$ cat src/rtl/mem_access_unit.sv
// Memory-stage load/store sequencer: alignment check, split addr_ok/data_ok bus
// transaction, byte-strobe generation and load-data extraction/extension.
module mem_access_unit #(
  parameter int ADDR_W = 32,
  parameter int DATA_W = 32
) (
  input  logic                clk,
  input  logic                rst,
  input  logic                in_valid,
  output logic                in_ready,
  input  logic                in_wr,
  input  logic [ADDR_W-1:0]   in_addr,
  input  logic [1:0]          in_size,
  input  logic                in_sign,
  input  logic [DATA_W-1:0]   in_wdata,
  input  logic                flush,
  output logic                mem_req,
  output logic                mem_wr,
  output logic [ADDR_W-1:0]   mem_addr,
  output logic [DATA_W/8-1:0] mem_wstrb,
  output logic [DATA_W-1:0]   mem_wdata,
  input  logic                mem_addr_ok,
  input  logic                mem_data_ok,
  input  logic [DATA_W-1:0]   mem_rdata,
  output logic                resp_valid,
  input  logic                resp_ready,
  output logic [DATA_W-1:0]   resp_rdata,
  output logic                resp_error,
  output logic [ADDR_W-1:0]   resp_badvaddr
);

  typedef enum logic [2:0] {
    S_IDLE,
    S_ADDR,
    S_DATA,
    S_RESP,
    S_DRAIN
  } state_t;

  state_t              r_state;
  logic                r_wr;
  logic [ADDR_W-1:0]   r_addr;
  logic [1:0]          r_size;
  logic                r_sign;
  logic [DATA_W/8-1:0] r_wstrb;
  logic [DATA_W-1:0]   r_wdata;
  logic                r_mem_req;
  logic                r_resp_valid;
  logic                r_resp_error;
  logic [DATA_W-1:0]   r_resp_rdata;
  logic [ADDR_W-1:0]   r_badvaddr;

  logic                w_accept;
  logic                w_misalign;
  logic [DATA_W/8-1:0] w_wstrb;
  logic [DATA_W-1:0]   w_wdata;
  logic [7:0]          w_byte;
  logic [15:0]         w_half;
  logic [DATA_W-1:0]   w_fmt;
  logic [DATA_W-1:0]   w_load_data;

  assign w_accept   = in_valid && (r_state == S_IDLE) && !flush;
  assign w_misalign = ((in_size == 2'b11) && (in_addr[1:0] != 2'b00)) ||
                      ((in_size == 2'b01) && in_addr[0]);

  always_comb begin
    w_wstrb = '1;
    w_wdata = in_wdata;
    case (in_size)
      2'b00: begin
        w_wstrb = 4'b0001 << in_addr[1:0];
        w_wdata = {4{in_wdata[7:0]}};
      end
      2'b01: begin
        w_wstrb = in_addr[1] ? 4'b1100 : 4'b0011;
        w_wdata = {2{in_wdata[15:0]}};
      end
      default: ;
    endcase
  end

  // Formatting uses the captured request, so it is valid in both ADDR and DATA.
  always_comb begin
    w_byte = mem_rdata[8*r_addr[1:0] +: 8];
    w_half = mem_rdata[16*r_addr[1] +: 16];
    w_fmt  = mem_rdata;
    case (r_size)
      2'b00:   w_fmt = {{24{r_sign & w_byte[7]}}, w_byte};
      2'b01:   w_fmt = {{16{r_sign & w_half[15]}}, w_half};
      default: ;
    endcase
    w_load_data = r_wr ? '0 : w_fmt;
  end

  always_ff @(posedge clk or posedge rst) begin
    if (rst) begin
      r_state      <= S_IDLE;
      r_wr         <= 1'b0;
      r_addr       <= '0;
      r_size       <= '0;
      r_sign       <= 1'b0;
      r_wstrb      <= '0;
      r_wdata      <= '0;
      r_mem_req    <= 1'b0;
      r_resp_valid <= 1'b0;
      r_resp_error <= 1'b0;
      r_resp_rdata <= '0;
      r_badvaddr   <= '0;
    end else begin
      case (r_state)
        S_IDLE: begin
          if (w_accept) begin
            r_wr         <= in_wr;
            r_addr       <= in_addr;
            r_size       <= in_size;
            r_sign       <= in_sign;
            r_resp_rdata <= '0;
            if (w_misalign) begin
              r_wstrb      <= '0;
              r_wdata      <= '0;
              r_resp_valid <= 1'b1;
              r_resp_error <= 1'b1;
              r_badvaddr   <= in_addr;
              r_state      <= S_RESP;
            end else begin
              r_wstrb      <= in_wr ? w_wstrb : '0;
              r_wdata      <= in_wr ? w_wdata : '0;
              r_mem_req    <= 1'b1;
              r_resp_error <= 1'b0;
              r_badvaddr   <= '0;
              r_state      <= S_ADDR;
            end
          end
        end
        S_ADDR: begin
          if (mem_addr_ok) begin
            r_mem_req <= 1'b0;
            if (mem_data_ok) begin
              // Transaction already complete on the bus; a flush only drops the response.
              if (flush) begin
                r_state <= S_IDLE;
              end else begin
                r_resp_rdata <= w_load_data;
                r_resp_valid <= 1'b1;
                r_state      <= S_RESP;
              end
            end else begin
              r_state <= flush ? S_DRAIN : S_DATA;
            end
          end else if (flush) begin
            r_mem_req <= 1'b0;
            r_state   <= S_IDLE;
          end
        end
        S_DATA: begin
          if (mem_data_ok) begin
            if (flush) begin
              r_state <= S_IDLE;
            end else begin
              r_resp_rdata <= w_load_data;
              r_resp_valid <= 1'b1;
              r_state      <= S_RESP;
            end
          end else if (flush) begin
            r_state <= S_DRAIN;
          end
        end
        S_RESP: begin
          if (resp_ready || flush) begin
            r_resp_valid <= 1'b0;
            r_state      <= S_IDLE;
          end
        end
        S_DRAIN: begin
          if (mem_data_ok) r_state <= S_IDLE;
        end
        default: r_state <= S_IDLE;
      endcase
    end
  end

  assign in_ready      = (r_state == S_IDLE);
  assign mem_req       = r_mem_req;
  assign mem_wr        = r_wr;
  assign mem_addr      = {r_addr[ADDR_W-1:2], 2'b00};
  assign mem_wstrb     = r_wstrb;
  assign mem_wdata     = r_wdata;
  assign resp_valid    = r_resp_valid;
  assign resp_rdata    = r_resp_rdata;
  assign resp_error    = r_resp_error;
  assign resp_badvaddr = r_badvaddr;

endmodule

$ cat config.mk
export PLATFORM = sky130hd
export DESIGN_NAME = mem_access_unit
export DESIGN_NICKNAME = d
export VERILOG_FILES = /design/src/rtl/mem_access_unit.sv
export SDC_FILE = /design/constraint.sdc
export NUM_CORES = 1
export LEC_CHECK = 0
export BUFFER_PORTS_ARGS = -buffer_cell sky130_fd_sc_hd__buf_2
export CAP_MARGIN = 0
export CORE_AREA = 2 2 125 127
export CTS_BUF_LIST = sky130_fd_sc_hd__clkbuf_8 sky130_fd_sc_hd__clkbuf_16
export CTS_CLUSTER_DIAMETER = 120
export DETAILED_ROUTE_END_ITERATION = 10
export DIE_AREA = 0 0 127 129
export GPL_ROUTABILITY_DRIVEN = 0
export MAX_ROUTING_LAYER = met4
export PLACE_DENSITY = 0.82
export SETUP_SLACK_MARGIN = 0.5
export SLEW_MARGIN = 20
export SYNTH_ARGS = -nofsm -noshare
export SYNTH_HDL_FRONTEND = slang
export SYNTH_SLANG_ARGS = --single-unit
$ cat constraint.sdc
create_clock -name clk -period 4.3 [get_ports clk]
set_input_delay 0.645 -clock clk [delete_from_list [all_inputs] [get_ports clk]]
set_output_delay 0.645 -clock clk [all_outputs]
set_load 0.01 [all_outputs]
==> results of run 1 <==
cells by family (layout without fill, tap and decap cells):
logic type,count (synthesis),count (layout),synth area share [%]
fa+ha+maj,1,1,0.151
other cells,1,2,0.0567
flops,142,142,53.8
simple gates,200,200,13.0
compound gates,169,169,19.2
buf+inv,84,285,7.00
xor+xnor,1,1,0.133
mux,42,42,6.68
through the flow:
step,util (%),worst slack [ns],instances,cell area [um^2]
2_1_floorplan,-,1.88,641,6620
3_3_place_gp,51.3,1.71,998,7680
3_5_place_dp,51.3,1.67,998,7680
4_1_cts,55.4,1.65,1030,8300
5_1_grt,55.4,1.44,1030,8300
6_report,55.4,1.68,1030,8300
cells in the mapped netlist, drive strengths merged, types with 2 or more instances:
cell type	n
nor2	19
nand2	142
a2bb2oi	2
buf	45
a31oi	3
mux2i	34
mux2	7
o32a	2
or2	4
nand3	2
a22o	46
o21a	2
a21oi	30
inv	5
o2bb2ai	23
a21o	3
clkbuf	34
nand2b	12
and3b	2
nor2b	7
a32o	9
dfrtp	142
nor3	4
o21ai	44
layer usage:
| metal | share of wire, % | routed length (um) | track usage [%] |
|---|---|---|---|
| met5 | 0 | 0 | - |
| met4 | 1.7 | 319 | 8.73 |
| met3 | 7.3 | 1330 | 4.99 |
| met2 | 48 | 8820 | 36.1 |
| met1 | 43 | 7770 | 30.0 |
worst max-delay path, cell delays in order (launching register included):
cell	delay (ns)
dfrtp_1	0.54
nor3_1	0.39
and3b_2	0.23
buf_4	0.39
nand3_1	0.45
buf_4	0.35
o21ai_1	0.17
placed cells by master (no fill, tap or decap), types with 4 or more instances in the layout:
cell type  instances
inv_1              4
nand2b_1          12
a21oi_1           30
nor2_1            17
a22o_1            46
mux2_2             6
o2bb2ai_2         10
o21ai_1           29
inv_8              6
buf_2            241
mux2i_1           34
a32o_1             9
inv_6              4
clkbuf_16         17
o21ai_0           15
dfrtp_1          141
buf_4              6
nand2_1          142
nor2b_1            7
o2bb2ai_1         13
power by group:
part           switching, uW  internal, uW
combinational           1300          1050
sequential               463          1940
clock                    670           842
final cells by class:
type                       count  area share (%)
tap                          188            2.83
sequential                   142            42.8
clock buffer                  17            5.13
clock inverter                15            2.28
multi-input combinational    415            31.4
inverter                       5           0.271
timing repair buffer         248            15.3
registers in the layout, indices dropped and copies added (netlist names):
signal and flops:
mem_wstrb 4, resp_error 1, mem_req 1, resp_rdata 32, r_sign 1, mem_wdata 32
r_size 2, resp_badvaddr 32, r_addr 32, resp_valid 1, mem_wr 1, r_state 3
worst paths after layout:
path,slack [ns],endpoint,depth (start not counted),from
hold reg to reg,0.47,r_addr[19],2,r_addr[19]
min in group clk,0.43,r_addr[21],3,in_addr[21]
setup / recovery,1.68,mem_wdata[13],6,r_state[0]
max in group asynchronous,3.04,r_addr[13],3,rst
hold / removal,0.38,mem_wdata[31],2,rst
setup reg to reg,1.68,mem_wdata[13],6,r_state[0]
==> impl_metrics.toml, run 1 <==
[sta]
relSlewSlack_pct = 26.3
setup-violations-final = 0
grt_setup_unrepaired = "false"
fin_hold_ws_ns = 0.379
tightest_slew_ns = 1.11
drv_slew = 0
hold_viol_final = 0
tns_ns = 0
min_period_over_period_pct = 60.8
fmax_mhz = 382
period_minus_slack_ns = 2.62
clock_skew_ns = 0.00915

[yosys]
synth_cell_types = 49
ys_async_sr_fraction_pct = 100
syn_inst = 640
synth-edff-count = 0
ys_warn_count = 0
synthTopCellsByArea = "dfrtp_1 54%, nand2_1 8.1%, a22o_1 6.1%, mux2i_1 5.1%, buf_4 3.6%"
synth_seq_cells = 142
synth_top_area_cell = "dfrtp_1"
synth_top_area_share_pct = 53.8
synth_seq_area_share_pct = 53.8
avgSynthCellArea_um2 = 10.3
ys.flop_type = "dfrtp_1"
syn_area_mm2 = 0.00661

[clock_network]
cts_tree = "built"
clkLatencyLatePin_ns = 0.42
cts.sinks = 142
htree_levels = 4
clk_pin_slew_ns = 0.06
ctsResizeCount = 0
holdBufCountCts = 0
numCtsBuffers = 17
clock_path_buffers = 2
post-cts-setup-buffers = 0
cts-root-buf = "clkbuf_16"

[layout]
num-fill-cells = 1321
seqCellArea_mm2 = 0.00355
area_growth_pct = 25.6
multiInputGateArea_mm2 = 0.00260
drive_above_1_share_pct = 36.6
antenna_cells = 0
nets = 936

[worst_setup_path]
endpoint_kind = "flop"
worst-setup-path-type = "reg -> reg"
required_ns = 4.63
arrival_ns = 2.95
cp-start-kind = "flop"
cp_max_fo = 42

[route]
drt-initial-drc-count = 440
vias = 5609
viasPerCell = 5.45
routed_wirelength_mm = 18.2
drc_errors = 0
drtPass1Iterations = 5
drtAntennaViolNets = 0
avgRoutedWirePerCell_um = 17.7

[floorplanning]
ios = 244
die_y_um = 129
start_util_pct = 44.1
dieArea_mm2 = 0.0164
row_count = 45
core-area_mm2 = 0.0150
die_w_um = 127

[min_path]
hold_class = "in -> async"

[global_routing]
grt_max_degree = 106
grt_pass1_wl_mm = 28.8
gr-total-overflow = 0
antenna_found_initial = 0
grt_pass1_vias = 5456
grt_usage_pct = 23.2

[pwr]
power_density_mw_per_mm2 = 755
power.leakage_uw = 0.00439
p_total_uw = 6270
ir_drop_v = 0.000310

[placement]
dp_hpwl_mm = 12.8
portBuffers = 241

[flow_run]
cap_violations = 0

[run_status]
outcome = "complete, no violations"
Note: power is estimated with default switching activity, not from simulation.
==> inputs of run 2 (changes only) <==
--- a/config.mk
+++ b/config.mk
@@ -5,16 +5,17 @@
 export SDC_FILE = /design/constraint.sdc
 export NUM_CORES = 1
 export LEC_CHECK = 0
+export ABC_AREA = 1
 export BUFFER_PORTS_ARGS = -buffer_cell sky130_fd_sc_hd__buf_2
 export CAP_MARGIN = 0
-export CORE_AREA = 2 2 125 127
+export CORE_AREA = 2 2 120 122
 export CTS_BUF_LIST = sky130_fd_sc_hd__clkbuf_8 sky130_fd_sc_hd__clkbuf_16
 export CTS_CLUSTER_DIAMETER = 120
 export DETAILED_ROUTE_END_ITERATION = 10
-export DIE_AREA = 0 0 127 129
+export DIE_AREA = 0 0 122 124
 export GPL_ROUTABILITY_DRIVEN = 0
 export MAX_ROUTING_LAYER = met4
-export PLACE_DENSITY = 0.82
+export PLACE_DENSITY = 0.86
 export SETUP_SLACK_MARGIN = 0.5
 export SLEW_MARGIN = 20
 export SYNTH_ARGS = -nofsm -noshare
==> constraint.sdc (replaced) <==
create_clock -name clk -period 2.66 [get_ports clk]
set_input_delay 0.399 -clock clk [delete_from_list [all_inputs] [get_ports clk]]
set_output_delay 0.399 -clock clk [all_outputs]
set_load 0.01 [all_outputs]
==> run 2 against run 1 <==
Sequential power up 54%. Sequential share of layout area down 0.62 points. First-iteration DRC count up 28%. Routed wire length up 0.54%. Hold slack worse by 0.22 ns. Count of clock-buffer cells in the layout up 3. Power up 61%. Combinational power up 67%. Sequential cell count unchanged. Via count up 14%. Die area down 7.7%. Area after synthesis up 2.2%. Critical path type unchanged.
==> impl_metrics.toml, run 2 <==
[sta]
grt_setup_unrepaired = "false"
period_minus_slack_ns = 2.02
relSlewSlack_pct = 45.9
fmax_mhz = 494
tightest_slew_ns = 0.812
clock_skew_ns = 0.00868
min_period_over_period_pct = 76.1
tns_ns = 0
setup-violations-final = 0
drv_slew = 0
hold_viol_final = 0

[worst_setup_path]
startpoint = "r_state[1]"
endpoint_kind = "flop"
cp_max_fo = 21
cp_cell_sequence = "inv_2 > nand4_4 > inv_4 > buf_4 > nand2_1 > o21ai_0"
cp-start-kind = "flop"
cp_slowest_cell = "dfrtp_1"
reg2reg_from = "r_state[1]"
required_ns = 2.98
reg2reg_depth = 6
slowest_delay_ns = 0.50
worst-setup-path-type = "reg -> reg"
arrival_ns = 2.35
rr_endpoint = "resp_badvaddr[23]"
rrSetupSlack_ns = 0.64

[layout]
antenna_cells = 0
final_cell_mix = "369 x nand2_1, 241 x buf_2, 141 x dfrtp_1"
mostFrequentLayoutCell = "nand2_1"
area_growth_pct = 24.7
fin_util_pct = 61.4
drive_above_1_share_pct = 29.7
nets = 1155

[route]
drtAntennaViolNets = 0
avgRoutedWirePerCell_um = 14.8
viasPerCell = 5.15
drtPass1Iterations = 5
drc_errors = 0
vias = 6389
routed_wirelength_mm = 18.3
drt-initial-drc-count = 562

[pwr]
combPwrFrac_pct = 39.0
netSwitchingFraction_pct = 39.6
power_density_mw_per_mm2 = 1200
p_total_uw = 10100
power.internal_uw = 6080
switchingPower_uw = 3990
ir_drop_v = 0.000619
power_frac_clock_pct = 24.2
p_seq_share_pct = 36.9
power.leakage_uw = 0.00488

[global_routing]
use_met1_pct = 31.4
grt_usage_pct = 24.9
grt_util_met3_pct = 4.85
met2_usage_pct = 39.9
grt_pass1_wl_mm = 28.5
grt_max_degree = 143
busiest_layer = "met2"
gr-total-overflow = 0
antenna_found_initial = 0
grt_pass1_vias = 5874

[clock_network]
holdBufCountCts = 0
clkLatencyLatePin_ns = 0.41
cts_tree = "built"
htree_levels = 4
post-cts-setup-buffers = 0
clk_pin_slew_ns = 0.06
clock_path_buffers = 2
numCtsBuffers = 17
cts-root-buf = "clkbuf_16"
cts.sinks = 142

[floorplanning]
start_util_pct = 49.2
die_y_um = 124
ios = 244
die_w_um = 122
dieArea_mm2 = 0.0151
core-area_mm2 = 0.0137
row_count = 43

[yosys]
synth_top_area_cell = "dfrtp_1"
ys_top_cells_by_count = "369 x nand2_1, 142 x dfrtp_1, 69 x nor2_1"
synth_seq_area_share_pct = 52.6
synth.most_common_cell = "nand2_1"
syn_inst = 850
synth-edff-count = 0
ys_warn_count = 0
ys.flop_type = "dfrtp_1"
synthTopCellsByArea = "dfrtp_1 53%, nand2_1 21%, buf_4 4.0%, nor2_1 3.8%, o21ai_0 3.6%"
synth_seq_cells = 142
synth_cell_types = 28
avgSynthCellArea_um2 = 7.95
synth_top_area_share_pct = 52.6
ys_async_sr_fraction_pct = 100
syn_area_mm2 = 0.00676

[min_path]
hold_class = "in -> async"

[placement]
portBuffers = 241
dp_hpwl_mm = 12.8

[flow_run]
cap_violations = 0

[run_status]
outcome = "complete, no violations"
run 2: changes by cell type after synthesis, sizes merged, moves of 26 or more:
cell	previous run	this run
mux2i	34	0
nand3	2	28
nand2	142	388
o21ai	44	85
a22o	46	0
nor2	19	76
run 2: layout make-up:
| class | instances | area (um^2) |
|---|---|---|
| repair buffers | 246 | 1270 |
| inverters | 31 | 123 |
| well taps | 180 | 225 |
| clock buffers | 20 | 467 |
| multi-input cells | 610 | 2640 |
| fillers | 1197 | 5300 |
| flip-flops and latches | 142 | 3550 |
| clock inverters | 11 | 141 |
run 2: stage by stage:
stage | cell area [um^2] | hold WS, ns | worst slack (ns) | cells
2_1_floorplan | 6760 | 0.450 | 0.484 | 851
3_3_place_gp | 7800 | 0.448 | 0.595 | 1209
3_5_place_dp | 7800 | 0.454 | 0.504 | 1209
4_1_cts | 8410 | 0.160 | 0.534 | 1240
5_1_grt | 8420 | 0.177 | 0.501 | 1240
6_report | 8420 | 0.162 | 0.636 | 1240
run 2: worst max-delay path by stage:
stage | end | slack [ns] | cells after the start
finish | resp_badvaddr[23] | 0.64 | 6
global route | resp_badvaddr[22] | 0.50 | 6
CTS | resp_badvaddr[23] | 0.53 | 6
detailed placement | resp_badvaddr[23] | 0.50 | 7
global placement | resp_badvaddr[22] | 0.59 | 7
floorplan | mem_req | 0.48 | 1
run 2: power groups by stage:
stage | clock, uW | combinational, uW | sequential, uW
finish | 2430 | 3920 | 3710
global route | 2580 | 4370 | 3810
CTS | 2480 | 3950 | 3700
detailed placement | 0 | 3940 | 3700
global placement | 0 | 3850 | 3690
floorplan | 0 | 2530 | 3920
run 2: kinds of logic (layout without fill, tap and decap cells):
| kind of cell | after synthesis | count (layout) | share of synthesized area [%] |
|---|---|---|---|
| and+or+nand+nor | 497 | 497 | 30.3 |
| buffers and inverters | 99 | 308 | 8.41 |
| AOI/OAI and AO/OA | 111 | 111 | 8.59 |
| DFF | 142 | 142 | 52.6 |
| other | 1 | 2 | 0.0555 |
run 2: timing repair:
item | in CTS | in global routing
setup endpoints to repair | 0 | 48
gates resized for setup | 0 | 4
endpoints found under the hold margin | 0 | 0
run 2: worst max-delay path, delay by kind of cell, from the launching register on:
family / cells / cell delay [ns]
compound gates: 1 / 0.18
buf+inv: 3 / 0.81
flops: 1 / 0.50
simple gates: 2 / 0.43
run 2: routing by layer:
| metal | wire length [um] | part of all wire (%) | up-vias |
|---|---|---|---|
| met2 | 8920 | 49 | 294 |
| met5 | 0 | 0 | - |
| met3 | 1350 | 7.4 | 34 |
| met1 | 7660 | 42 | 3016 |
| met4 | 414 | 2.3 | 0 |
| li1 | - | - | 3045 |
